<file path="config.mk">
export PLATFORM = sky130hd
export DESIGN_NAME = ps2_kbd_tx
export DESIGN_NICKNAME = d
export VERILOG_FILES = /design/src/rtl/ps2_pkg.sv /design/src/rtl/ps2_byte_fifo.sv /design/src/rtl/ps2_kbd_tx.sv
export SDC_FILE = /design/constraint.sdc
export NUM_CORES = 1
export LEC_CHECK = 0
export ABC_AREA = 1
export ABC_CLOCK_PERIOD_IN_PS = 4000
export BUFFER_PORTS_ARGS = -buffer_cell sky130_fd_sc_hd__clkbuf_2
export CAP_MARGIN = 10
export CELL_PAD_IN_SITES_DETAIL_PLACEMENT = 1
export CELL_PAD_IN_SITES_GLOBAL_PLACEMENT = 1
export CORE_MARGIN = 2
export CORE_UTILIZATION = 50
export CTS_CLUSTER_SIZE = 28
export DETAILED_ROUTE_END_ITERATION = 10
export HOLD_SLACK_MARGIN = 0.03
export PLACE_DENSITY_LB_ADDON = 0.1
export SETUP_SLACK_MARGIN = 0.5
export SLEW_MARGIN = 30
export SYNTH_ARGS = -nofsm -noshare
export SYNTH_HDL_FRONTEND = slang
export SYNTH_SLANG_ARGS = --single-unit
</file>
<file path="constraint.sdc">
create_clock -name clk -period 4 [get_ports clk]
set_input_delay 0.2 -clock clk [delete_from_list [all_inputs] [get_ports clk]]
set_output_delay 0.2 -clock clk [all_outputs]
set_load 0.05 [all_outputs]
</file>
<file path="src/rtl/ps2_pkg.sv">
// rtl/ps2_pkg.sv - shared types, frame constants and parity helper for the PS/2 keyboard transmitter
package ps2_pkg;

    typedef enum logic [1:0] {
        IDLE   = 2'd0,
        BIT_HI = 2'd1,
        BIT_LO = 2'd2,
        GAP    = 2'd3
    } ps2_state_e;

    localparam int FRAME_BITS = 11;

    // Parity bit that makes the count of ones across data plus parity odd
    function automatic logic odd_parity(input logic [7:0] data);
        return ~(^data);
    endfunction

endpackage

</file>
<file path="src/rtl/ps2_byte_fifo.sv">
// rtl/ps2_byte_fifo.sv - single-clock first-word-fallthrough byte FIFO
module ps2_byte_fifo #(
    parameter int DEPTH = 16
) (
    input  logic       clk,
    input  logic       rst_n,
    input  logic [7:0] s_tdata,
    input  logic       s_tvalid,
    output logic       s_tready,
    output logic [7:0] m_tdata,
    output logic       m_tvalid,
    input  logic       m_tready
);

    localparam int PTR_W = $clog2(DEPTH);
    localparam logic [PTR_W:0] FULL_COUNT = (PTR_W + 1)'(DEPTH);

    logic [PTR_W-1:0] wr_ptr_q, wr_ptr_d;
    logic [PTR_W-1:0] rd_ptr_q, rd_ptr_d;
    logic [PTR_W:0]   count_q, count_d;
    logic             ready_q, ready_d;
    logic [7:0]       mem_q [DEPTH];
    logic             push;
    logic             pop;

    // Ready is registered from the count, so a full FIFO refuses a push even when a pop happens in the same cycle
    always_comb begin
        push     = s_tvalid && ready_q;
        pop      = m_tready && (count_q != '0);
        wr_ptr_d = push ? wr_ptr_q + PTR_W'(1) : wr_ptr_q;
        rd_ptr_d = pop  ? rd_ptr_q + PTR_W'(1) : rd_ptr_q;
        count_d  = count_q + (PTR_W + 1)'(push) - (PTR_W + 1)'(pop);
        ready_d  = (count_d != FULL_COUNT);
    end

    // Pointer, count and ready state; ready stays low while reset is held
    always_ff @(posedge clk or negedge rst_n) begin
        if (!rst_n) begin
            wr_ptr_q <= '0;
            rd_ptr_q <= '0;
            count_q  <= '0;
            ready_q  <= 1'b0;
        end else begin
            wr_ptr_q <= wr_ptr_d;
            rd_ptr_q <= rd_ptr_d;
            count_q  <= count_d;
            ready_q  <= ready_d;
        end
    end

    // Storage array; contents are don't-care until written so it carries no reset
    always_ff @(posedge clk) begin
        if (push) begin
            mem_q[wr_ptr_q] <= s_tdata;
        end
    end

    assign s_tready = ready_q;
    assign m_tdata  = mem_q[rd_ptr_q];
    assign m_tvalid = (count_q != '0);

endmodule

</file>
<file path="src/rtl/ps2_kbd_tx.sv">
// rtl/ps2_kbd_tx.sv - PS/2 keyboard-side frame transmitter with byte FIFO and host inhibit handling
module ps2_kbd_tx
    import ps2_pkg::*;
#(
    parameter int CLK_DIV    = 2500,
    parameter int GAP_CYCLES = 5000,
    parameter int FIFO_DEPTH = 16
) (
    input  logic       clk,
    input  logic       N_RESET,
    input  logic [7:0] byte_in,
    input  logic       byte_valid,
    output logic       byte_ready,
    input  logic       ps2_clk_in,
    output logic       ps2Clk,
    output logic       ps2Data,
    output logic       busy
);

    localparam int MAX_DIV = (CLK_DIV > GAP_CYCLES) ? CLK_DIV : GAP_CYCLES;
    localparam int CNT_W   = $clog2(MAX_DIV) + 1;
    localparam logic [CNT_W-1:0] HALF_RELOAD = CNT_W'(CLK_DIV - 1);
    localparam logic [CNT_W-1:0] GAP_RELOAD  = CNT_W'(GAP_CYCLES - 1);
    localparam logic [3:0]       LAST_IDX    = 4'(FRAME_BITS - 1);

    ps2_state_e       state_q, state_d;
    logic [CNT_W-1:0] cnt_q, cnt_d;
    logic [3:0]       bit_idx_q, bit_idx_d;
    logic [9:0]       shift_q, shift_d;
    logic             ps2_clk_q, ps2_clk_d;
    logic             ps2_data_q, ps2_data_d;
    logic [1:0]       sync_q, sync_d;
    logic [7:0]       head_byte;
    logic             head_valid;
    logic             fifo_pop;
    logic             host_clk;

    ps2_byte_fifo #(
        .DEPTH (FIFO_DEPTH)
    ) u_fifo (
        .clk      (clk),
        .rst_n    (N_RESET),
        .s_tdata  (byte_in),
        .s_tvalid (byte_valid),
        .s_tready (byte_ready),
        .m_tdata  (head_byte),
        .m_tvalid (head_valid),
        .m_tready (fifo_pop)
    );

    assign host_clk = sync_q[1];

    // Next-state logic: the shift register holds the bits still to send after the current one;
    // the head byte is popped only once its stop bit finishes, so an aborted frame is retried
    always_comb begin
        state_d    = state_q;
        cnt_d      = cnt_q;
        bit_idx_d  = bit_idx_q;
        shift_d    = shift_q;
        ps2_clk_d  = ps2_clk_q;
        ps2_data_d = ps2_data_q;
        sync_d     = {sync_q[0], ps2_clk_in};
        fifo_pop   = 1'b0;
        case (state_q)
            IDLE: begin
                if (head_valid && host_clk) begin
                    state_d    = BIT_HI;
                    cnt_d      = HALF_RELOAD;
                    bit_idx_d  = 4'd0;
                    shift_d    = {1'b1, odd_parity(head_byte), head_byte};
                    ps2_clk_d  = 1'b1;
                    ps2_data_d = 1'b0;
                end
            end
            BIT_HI: begin
                if (!host_clk && (bit_idx_q != LAST_IDX)) begin
                    state_d    = GAP;
                    cnt_d      = GAP_RELOAD;
                    ps2_clk_d  = 1'b1;
                    ps2_data_d = 1'b1;
                end else if (cnt_q == '0) begin
                    state_d   = BIT_LO;
                    cnt_d     = HALF_RELOAD;
                    ps2_clk_d = 1'b0;
                end else begin
                    cnt_d = cnt_q - CNT_W'(1);
                end
            end
            BIT_LO: begin
                if (cnt_q == '0) begin
                    if (bit_idx_q == LAST_IDX) begin
                        state_d    = GAP;
                        cnt_d      = GAP_RELOAD;
                        ps2_clk_d  = 1'b1;
                        ps2_data_d = 1'b1;
                        fifo_pop   = 1'b1;
                    end else begin
                        state_d    = BIT_HI;
                        cnt_d      = HALF_RELOAD;
                        bit_idx_d  = bit_idx_q + 4'd1;
                        ps2_data_d = shift_q[0];
                        shift_d    = {1'b1, shift_q[9:1]};
                        ps2_clk_d  = 1'b1;
                    end
                end else begin
                    cnt_d = cnt_q - CNT_W'(1);
                end
            end
            GAP: begin
                if (cnt_q == '0) begin
                    state_d = IDLE;
                    cnt_d   = '0;
                end else begin
                    cnt_d = cnt_q - CNT_W'(1);
                end
            end
            default: begin
                state_d    = IDLE;
                cnt_d      = '0;
                ps2_clk_d  = 1'b1;
                ps2_data_d = 1'b1;
            end
        endcase
    end

    // FSM, divider, shift register, registered line outputs and host-clock synchronizer
    always_ff @(posedge clk or negedge N_RESET) begin
        if (!N_RESET) begin
            state_q    <= IDLE;
            cnt_q      <= '0;
            bit_idx_q  <= 4'd0;
            shift_q    <= '1;
            ps2_clk_q  <= 1'b1;
            ps2_data_q <= 1'b1;
            sync_q     <= 2'b11;
        end else begin
            state_q    <= state_d;
            cnt_q      <= cnt_d;
            bit_idx_q  <= bit_idx_d;
            shift_q    <= shift_d;
            ps2_clk_q  <= ps2_clk_d;
            ps2_data_q <= ps2_data_d;
            sync_q     <= sync_d;
        end
    end

    assign ps2Clk  = ps2_clk_q;
    assign ps2Data = ps2_data_q;
    assign busy    = (state_q != IDLE) || head_valid;

endmodule

</file>
==> summary.txt <==
Yosys
  • Yosys reg bits: around 180
  • Most used flip-flop cell after synthesis: edfxtp_1
  • Most frequent cell after synthesis: nand2_1
  • Count of cell types in the netlist: slightly above 40
  • Post-synth net total: 857
  • Async S/R FF share, synth: 26.86%
  • Ys Warns: 0
  • Top-area cell type share of the netlist area: ~47%
  • Post-synthesis cell count: 826
  • Syn_area_per_cell: approximately 9.9 um^2
  • Sequential share of the synthesized area: between 60% and 70%
  • Number of synthesized flops with an enable pin: about 130
  • Cell accounting for the most synthesized area: edfxtp_1
  • Synth cell count leaders: nand2_1, edfxtp_1, nor2_1
  • Synthesized area: 0.008203 mm^2
  • Largest cells by area after synthesis: edfxtp_1, nand2_1, dfrtp_1, dfstp_2, nor2_1

Hold path
  • Hold path cells: 1
  • Min-Delay Startpoint: byte_in[6]
  • Worst hold path type: input pin to flip-flop
  • Hold Path End: u_fifo.mem_q[1][6]$_DFFE_PP_

STA
  • Post-route setup TNS: 0 ps
  • Clock Skews: 18.80 ps
  • Hold Slack: 229.9 ps
  • Unrepaired setup endpoints after global routing: false
  • Final period util: approximately four fifths
  • Pins Over Slew Limit: 0
  • Slew HR: 40.07%
  • Slew @ Worst Pin: 895.6 ps
  • Final setup viols: 0
  • Setup ws final: ~790 ps
  • Hold Vio Cnt, Final: 0
  • FMAX: between 300 and 400 MHz
  • Final min period: roughly 3200 ps

Die
  • Initial Utilization: 51.45%
  • DIE WIDTH: 132.1 um
  • Die height: 132.1 um
  • Core footprint: 0.01594 mm^2
  • Die area: 0.01745 mm^2
  • FP Rows: between 40 and 50
  • Top Ports: 16

Drt
  • Vias/cell: between 5 and 6
  • Vias: ~5700
  • Wirelength per Cell: roughly 19 um
  • Post-DRT Antenna Nets: 0
  • Drt drc: 0
  • Drt total wl: roughly 20 mm
  • Detailed Route Iter0 Violations: approximately 410
  • Drt pass-1 iters: 5

Run
  • Max Cap Violations: 0

Critical path
  • WP data arrival: ~3500 ps
  • Most used cell, CP: inv_1
  • CP peak stage delay: 430 ps
  • Cells along the critical path: inv_1 > ha_4 > inv_1 > nor2_2 > nand4_1 > nor2_4 > ha_1 > inv_1 > ha_1 > inv_1 > fa_1 > o21ai_0 > xor2_1 > nand2_1
  • Crit path kind: flip-flop to flip-flop
  • Critical path data required time: around 4300 ps
  • Slowest CP cell: dfrtp_1
  • Worst R2R Start: state_q[0]$_DFFE_PN0P_
  • Reg2Reg Setup Slack: between 700 and 800 ps
  • Critical Path End Type: flip-flop
  • Critical Path Source Type: flip-flop
  • Worst reg2reg path depth: 14
  • R2R Path End: u_fifo.s_tready$_DFF_PN0_
  • CP max FO: 9

Power
  • Leak pwr: 0.003757 uW
  • PwrDens: roughly 640 mW/mm^2
  • Worst IR Drop VDD: about 0.38 mV

Global route
  • First-pass GRT wire length: ~33 mm
  • GRT Total Usage: 24.58%
  • Gr busiest metal: met2
  • Largest net degree at the start of global routing: 53
  • Global Route met2 Usage: 42.91%
  • Vias in the first global route: just over 6000
  • Overflow after GRT: 0
  • Met1 Usage GRT: 31.61%
  • Initial antenna violation count: 0
  • GR Util met3: under 10%

CTS
  • CTS buffer count: 17
  • CTS H-tree depth: 4
  • Postcts setup bufs: 0
  • CTS tree: yes
  • Clock Tree Buf Depth: 2
  • Worst-Skew Late Latency: around 440 ps
  • Clock-pin slew on the worst setup and hold paths: roughly 80 ps
  • CTS Root Cell: clkbuf_16
  • Clock sink count: about 180

Cells and area
  • Fin util: between 50% and 60%
  • Proportion of layout cells with a drive suffix above 1: a little under an eighth
  • Fin nets: 871
  • Final Non-Filler Cells: between 1000 and 1500
  • Area grow syn2layout: 10.23%
  • Antenna cells: 0

Placement
  • PortBufs: 15
  • Detailed placement HPWL: ~13 mm
  • Post-place setup slack: roughly 510 ps
  • Routability cong.: ~0.8
  • Placed Cells: slightly above 1000

Run status
  • Status: finished clean
[per-stage QoR]
step,area (um^2),total power [uW]
3_3_place_gp,8383,3990
5_1_grt,9042,6104
3_5_place_dp,8383,4093
4_1_cts,9020,5781
2_1_floorplan,8203,3666
6_report,9042,5764
[state kept, by name, indices dropped and copies added, names as in the netlist]
signal,count
bit_idx_q,4
cnt_q,14
ps2Clk,1
ps2Data,1
shift_q,9
state_q,2
sync_q,2
u_fifo.count_q,5
u_fifo.mem_q,128
u_fifo.rd_ptr_q,4
u_fifo.s_tready,1
u_fifo.wr_ptr_q,4
[per-layer routing]
layer,vias up,wire length (um)
met2,91,10430
li1,2741,-
met5,-,0
met4,0,254
met3,23,653
met1,2836,8885
[cells by family (layout without fill, tap and decap cells)]
group | after synthesis | in the layout | synth area share [%]
XOR/XNOR | 19 | 19 | 2.120
flip-flops | 175 | 175 | 61.39
adder cells (fa/ha/maj) | 19 | 19 | 2.990
AO/OA/AOI/OAI | 79 | 79 | 5.522
AND/OR/NAND/NOR | 423 | 423 | 21.67
buffers and inverters | 111 | 138 | 6.300
[worst max-delay path by stage]
stage	slack (ps)	start	end
floorplan	1120	state_q[0]$_DFFE_PN0P_	u_fifo.s_tready$_DFF_PN0_
global placement	710	state_q[0]$_DFFE_PN0P_	u_fifo.s_tready$_DFF_PN0_
detailed placement	510	state_q[0]$_DFFE_PN0P_	u_fifo.s_tready$_DFF_PN0_
CTS	510	state_q[0]$_DFFE_PN0P_	u_fifo.s_tready$_DFF_PN0_
global route	550	cnt_q[0]$_DFFE_PN0P_	u_fifo.s_tready$_DFF_PN0_
finish	790	state_q[0]$_DFFE_PN0P_	u_fifo.s_tready$_DFF_PN0_
[report_power, final]
| part | leakage, uW | total (uW) | switching, uW | internal (uW) |
|---|---|---|---|---|
| combinational | 0.00174 | 1590 | 1100 | 490 |
| clock | 0.000291 | 1680 | 785 | 895 |
| sequential | 0.00172 | 2500 | 166 | 2330 |
[repair_timing]
item                                    4_1_cts  5_1_grt
endpoints found under the setup margin        1        2
hold buffers                                  3        0
hold endpoints to repair                     36        0
resized for setup                             1        4
[layout make-up]
class / instances / area (um^2)
timing repair buffer: 22 / 135.1
sequential: 175 / 5037
multi-input combinational: 540 / 2675
fill: 1778 / 6900
inverter: 84 / 320.3
clock inverter: 14 / 175.2
tap: 216 / 270.3
clock buffer: 18 / 429.2
[layout by cell type (no fill, tap or decap), drive strengths merged]
master / n
xnor2: 3
xor2: 16
nor3: 5
nand2: 267
o21ai: 41
buf: 4
ha: 18
o22ai: 6
bufinv: 1
dfrtp: 34
clkinvlp: 1
fa: 1
nor2: 87
a211oi: 2
nor3b: 1
o32ai: 1
clkinv: 9
clkbuf: 33
dfstp: 13
o211ai: 4
nor4: 1
nand3: 58
a31oi: 1
inv: 87
a21oi: 22
nand4: 3
nand3b: 1
edfxtp: 128
o31ai: 2
dlygate4sd3: 3
[critical path: cells and delay by family, from the launching register on]
family | cells | cell delay [ps]
adders and majority gates | 4 | 1070
and+or+nand+nor | 4 | 750
DFF | 1 | 430
buffers and inverters | 4 | 380
AOI/OAI and AO/OA | 1 | 250
xor gates and xnor gates | 1 | 230
Power figures use the tool's default switching activity.
